[config.mk]
export PLATFORM = sky130hd
export DESIGN_NAME = decode_issue_stage
export DESIGN_NICKNAME = d
export VERILOG_FILES = /design/src/rtl/decode_issue_stage.sv
export SDC_FILE = /design/constraint.sdc
export NUM_CORES = 1
export LEC_CHECK = 0
export CAP_MARGIN = 25
export CORE_MARGIN = 2
export CORE_UTILIZATION = 31
export CTS_CLUSTER_DIAMETER = 50
export DETAILED_ROUTE_END_ITERATION = 8
export SYNTH_ARGS = -nofsm -noshare
export SYNTH_HDL_FRONTEND = slang
export SYNTH_SLANG_ARGS = --single-unit
export TNS_END_PERCENT = 20
[constraint.sdc]
create_clock -name clock -period 4.88 [get_ports clock]
set_input_delay 0.976 -clock clock [delete_from_list [all_inputs] [get_ports clock]]
set_output_delay 0.976 -clock clock [all_outputs]
set_load 0.05 [all_outputs]
[src/rtl/decode_issue_stage.sv]
// Decode/issue (ID) stage of a five-stage RV32I pipeline.
// The stage drives the register-file read addresses from the fetched
// instruction. It resolves both source operands through EX/MEM/WB
// forwarding and holds back an instruction that depends on a load still
// in EX. Accepted instructions go into the ID/EX pipeline register.
module decode_issue_stage #(
    parameter int XLEN  = 32,
    parameter int CNT_W = 32
) (
    input  logic             clock,
    input  logic             reset_n,
    // fetch side
    input  logic             if_valid,
    output logic             if_ready,
    input  logic [XLEN-1:0]  if_pc,
    input  logic [31:0]      if_insn,
    // register file read port
    output logic [4:0]       addr_rs1,
    output logic [4:0]       addr_rs2,
    input  logic [XLEN-1:0]  data_rs1,
    input  logic [XLEN-1:0]  data_rs2,
    // forwarding sources
    input  logic             ex_wb_en,
    input  logic             ex_is_load,
    input  logic [4:0]       ex_rd,
    input  logic [XLEN-1:0]  ex_data,
    input  logic             mem_wb_en,
    input  logic [4:0]       mem_rd,
    input  logic [XLEN-1:0]  mem_data,
    input  logic             wb_wb_en,
    input  logic [4:0]       wb_rd,
    input  logic [XLEN-1:0]  wb_data,
    // redirect from EX
    input  logic             flush,
    // ID/EX register
    output logic             id_valid,
    input  logic             id_ready,
    output logic [XLEN-1:0]  id_pc,
    output logic [31:0]      id_insn,
    output logic [XLEN-1:0]  id_rs1_val,
    output logic [XLEN-1:0]  id_rs2_val,
    output logic [4:0]       id_rd,
    output logic             id_wb_en,
    output logic [CNT_W-1:0] stall_cycles
);

    localparam logic [6:0] OPC_LUI    = 7'b0110111;
    localparam logic [6:0] OPC_AUIPC  = 7'b0010111;
    localparam logic [6:0] OPC_JAL    = 7'b1101111;
    localparam logic [6:0] OPC_BRANCH = 7'b1100011;
    localparam logic [6:0] OPC_STORE  = 7'b0100011;
    localparam logic [6:0] OPC_OP     = 7'b0110011;

    localparam logic [CNT_W-1:0] CNT_MAX = {CNT_W{1'b1}};
    localparam logic [CNT_W-1:0] CNT_ONE = {{(CNT_W-1){1'b0}}, 1'b1};

    logic [6:0]      opcode;
    logic [4:0]      rs1;
    logic [4:0]      rs2;
    logic [4:0]      rd;
    logic            uses_rs1;
    logic            uses_rs2;
    logic            writes_rd;
    logic [XLEN-1:0] rs1_val;
    logic [XLEN-1:0] rs2_val;
    logic            load_use;
    logic            accept;

    assign opcode   = if_insn[6:0];
    assign rd       = if_insn[11:7];
    assign rs1      = if_insn[19:15];
    assign rs2      = if_insn[24:20];
    assign addr_rs1 = rs1;
    assign addr_rs2 = rs2;

    // Decode which register fields the instruction actually reads and writes.
    always_comb begin
        uses_rs1  = !((opcode == OPC_LUI) || (opcode == OPC_AUIPC) || (opcode == OPC_JAL));
        uses_rs2  = (opcode == OPC_BRANCH) || (opcode == OPC_STORE) || (opcode == OPC_OP);
        writes_rd = !((opcode == OPC_BRANCH) || (opcode == OPC_STORE)) && (rd != 5'd0);
    end

    // Resolve rs1: x0 is hardwired, then youngest producer wins. A load in
    // EX has no data yet, so it is never a forwarding source.
    always_comb begin
        if (rs1 == 5'd0)
            rs1_val = '0;
        else if (ex_wb_en && !ex_is_load && (ex_rd == rs1))
            rs1_val = ex_data;
        else if (mem_wb_en && (mem_rd == rs1))
            rs1_val = mem_data;
        else if (wb_wb_en && (wb_rd == rs1))
            rs1_val = wb_data;
        else
            rs1_val = data_rs1;
    end

    // Resolve rs2 with the same priority as rs1.
    always_comb begin
        if (rs2 == 5'd0)
            rs2_val = '0;
        else if (ex_wb_en && !ex_is_load && (ex_rd == rs2))
            rs2_val = ex_data;
        else if (mem_wb_en && (mem_rd == rs2))
            rs2_val = mem_data;
        else if (wb_wb_en && (wb_rd == rs2))
            rs2_val = wb_data;
        else
            rs2_val = data_rs2;
    end

    // A load in EX whose destination feeds a used source must wait a cycle.
    always_comb begin
        load_use = ex_wb_en && ex_is_load && (ex_rd != 5'd0) &&
                   ((uses_rs1 && (rs1 == ex_rd)) || (uses_rs2 && (rs2 == ex_rd)));
    end

    // Handshake: a transfer happens on a clock edge where valid and ready
    // are both high. valid never depends on ready in the same cycle. Once
    // id_valid is raised, the payload holds until EX takes it with id_ready.
    // if_ready opens when the ID/EX slot is empty or draining. It stays
    // closed during a load-use hazard or a flush.
    assign if_ready = (!id_valid || id_ready) && !load_use && !flush;
    assign accept   = if_valid && if_ready;

    // ID/EX pipeline register: flush kills, accept loads, drain leaves a bubble.
    always_ff @(posedge clock or negedge reset_n) begin
        if (!reset_n) begin
            id_valid   <= 1'b0;
            id_pc      <= '0;
            id_insn    <= '0;
            id_rs1_val <= '0;
            id_rs2_val <= '0;
            id_rd      <= '0;
            id_wb_en   <= 1'b0;
        end else if (flush) begin
            id_valid <= 1'b0;
        end else if (accept) begin
            id_valid   <= 1'b1;
            id_pc      <= if_pc;
            id_insn    <= if_insn;
            id_rs1_val <= rs1_val;
            id_rs2_val <= rs2_val;
            id_rd      <= writes_rd ? rd : 5'd0;
            id_wb_en   <= writes_rd;
        end else if (id_valid && id_ready) begin
            id_valid <= 1'b0;
        end
    end

    // Count cycles a valid fetch is held back by a load-use hazard, saturating.
    always_ff @(posedge clock or negedge reset_n) begin
        if (!reset_n)
            stall_cycles <= '0;
        else if (if_valid && load_use && !flush && (stall_cycles != CNT_MAX))
            stall_cycles <= stall_cycles + CNT_ONE;
    end

endmodule

==> impl_metrics.yaml <==
layout:
  utilization_pct: 50.2
  register_area_mm2: 0.00418
  final_common_cell: "clkdlybuf4s50_1"
  drive_gt1_share_pct: 10.2
  syn_to_final_growth_pct: 58.7
  n_fill_cell: 2566
  multiInputGateArea_mm2: 0.00431
  mostFrequentLayoutCells: "clkdlybuf4s50_1 (423), dfrtp_1 (167), nand2_1 (94)"
  fin_nets: 1466
worst_setup_path:
  r2r-end: "stall_cycles[1]$_DFFE_PN0P_"
  r2r_start: "stall_cycles[0]$_DFFE_PN0P_"
  slowest_delay_ns: 0.67
  crit_fanout: 6
  crit_start: "if_insn[20]"
  reg2reg_slack_ns: 2.51
  cp.required_ns: 3.90
  start_kind: "input pin"
  cp-end-kind: "primary output"
  arrival_ns: 2.86
  critical-path-slowest-cell: "clkdlybuf4s50_1"
  crit_type: "input pin to primary output"
  reg2reg_depth: 7
  worstPathCellList: "clkdlybuf4s50_1, xnor2_1, and3_1, and4_1, nor4b_1, buf_4"
  crit_end: "if_ready"
placed_design:
  dp_slack_ns: 0.947
  io_buffers: 425
  gp_congestion: 0.848
  dp_hpwl_um: 24500
yosys:
  synth_seq_area_share_pct: 47.3
  ys_async_sr_fraction_pct: 100
  yosysWarningCount: 0
  synth.distinct_cells: 38
  netlist.area_leader.share_pct: 47.3
  syn_nets: 1071
  ys.flop_type: "dfrtp_1"
  synth_area_per_cell_um2: 10.7
  synth_area_leaders: "dfrtp_1 (47%), mux2_2 (8.3%), mux2i_1 (7.3%)"
  netlist_instances: 822
  post-synth-top-area-cell: "dfrtp_1"
  syn-cell-area_mm2: 0.00883
  synth_edf_count: 0
  ys_ff_latch: 167
global_routing:
  antenna_found_initial: 5
  overflow: 0
  grt_start_max_net_pins: 86
  grt_pass1_wl_um: 49900
  grt_pass1_vias: 8093
  grt_usage_pct: 21.6
route:
  viasPerCell: 4.93
  ant_nets: 0
  wl_per_cell_um: 20.5
  routed_wl_um: 32900
  first_pass_iters: 4
  drcViolationCount: 0
  drt_iter0_markers: 463
  dr_total_vias: 7936
pwr:
  power_w: 0.00499
  vdd_drop_max_mv: 0.259
  power_density_mw_per_mm2: 356
  p_leak_nw: 6.20
die:
  core-area_mm2: 0.0279
  fp.dieH_um: 173
  fp.dieW_um: 173
  pin_count: 426
  num_rows: 61
  start_util_pct: 31.6
  dieArea_mm2: 0.0298
flow_run:
  cap_violations: 0
clock_network:
  h-tree-depth: 4
  clk_pin_slew_ns: 0.07
  cts_tree: "yes"
  clock_path_buffers: 2
  clk_latency_ns: 0.42
  cts_hold_buffers: 0
  cts_inserted_buffers: 17
  cts_setup_buffers: 0
  cts_resized: 0
  cts_root_buffer: "clkbuf_16"
  cts.sinks: 167
timing:
  setup_violations: 0
  fin_ws_ns: 1.04
  rsz0062_at_grt: "no"
  hold_viol: 0
  slew_headroom_pct: 42.2
  fmax_ghz: 0.261
  period_share_pct: 78.6
  final.min_clock_period_ns: 3.84
  setup_tns_ns: 0
  hold_slack_ns: 0.482
  fin_worst_skew_ns: 0.0103
  slew_viol_final: 0
  tightest_slew_ns: 0.861
worst_hold_path:
  hold_class: "register to register"
  min_from: "id_rd[0]$_DFFE_PN0P_"
outcome:
  status: "completed"
==> registers in the layout, summed over array words and instances, names as in the netlist <==
register / count
stall_cycles: 32
id_valid: 1
id_rs2_val: 32
id_rd: 5
id_wb_en: 1
id_rs1_val: 32
id_insn: 32
id_pc: 32
==> worst min path at each step <==
stage,to,depth (start not counted)
finish,id_rd[0]$_DFFE_PN0P_,2
global placement,id_rd[4]$_DFFE_PN0P_,2
CTS,id_rd[0]$_DFFE_PN0P_,2
global route,stall_cycles[15]$_DFFE_PN0P_,1
floorplan,id_insn[0]$_DFFE_PN0P_,0
detailed placement,id_rd[0]$_DFFE_PN0P_,2
==> logic make-up (layout without fill, tap and decap cells) <==
| kind of cell | count (synthesis) | in the layout | share of synthesized area, % |
|---|---|---|---|
| adder cells (fa/ha/maj) | 1 | 1 | 0.142 |
| AO/OA/AOI/OAI | 204 | 204 | 16.2 |
| XOR/XNOR | 61 | 61 | 6.05 |
| flip-flops | 167 | 167 | 47.3 |
| other | 0 | 3 | 0 |
| AND/OR/NAND/NOR | 193 | 193 | 10.6 |
| multiplexers | 129 | 129 | 15.5 |
| buffers and inverters | 67 | 474 | 4.18 |
==> worst max-delay path: cells and delay by family <==
kind	cells	cell delay (ns)
xor+xnor	1	0.23
buf+inv	2	0.95
simple gates	3	0.71
==> cell usage after synthesis, types with 12 or more instances <==
library cell / n
dfrtp_1: 167
nand2_1: 94
o21ai_0: 72
mux2_2: 65
a21o_1: 64
a22o_1: 64
mux2i_1: 64
xor2_1: 49
clkbuf_1: 26
nor2_1: 19
nand3_1: 16
nor4_1: 14
nor3_1: 13
xnor2_1: 12
==> per-stage QoR <==
stage,instances,cell area [µm²]
final,1610,14000
after global routing,1610,14000
after CTS,1607,14000
after detailed placement,1576,13400
after global placement,1576,13400
after floorplan,822,8830
==> where the power goes <==
| group | switching [W] | internal (W) | leakage, nW |
|---|---|---|---|
| logic | 0.00110 | 0.000747 | 3.82 |
| clock network | 0.000621 | 0.000821 | 0.299 |
| registers | 0.000115 | 0.00158 | 2.08 |
| total | 0.00184 | 0.00315 | 6.20 |
==> final cells by class <==
cell class | instances | area share, %
inverters | 3 | 0.0804
diodes | 3 | 0.0536
clock buffers | 17 | 3.04
clock inverters | 14 | 1.33
multi-input cells | 588 | 30.8
flip-flops and latches | 167 | 29.8
well taps | 378 | 3.38
repair buffers | 440 | 31.5
==> per-layer routing <==
layer,wire length (µm),vias to the layer above,GRT usage [%]
met3,1750,31,4.73
met4,624,4,6.53
met5,23,-,0
met1,14200,3923,27.5
li1,-,3740,-
met2,16400,238,36.9
(Power assumes the default switching activity.)
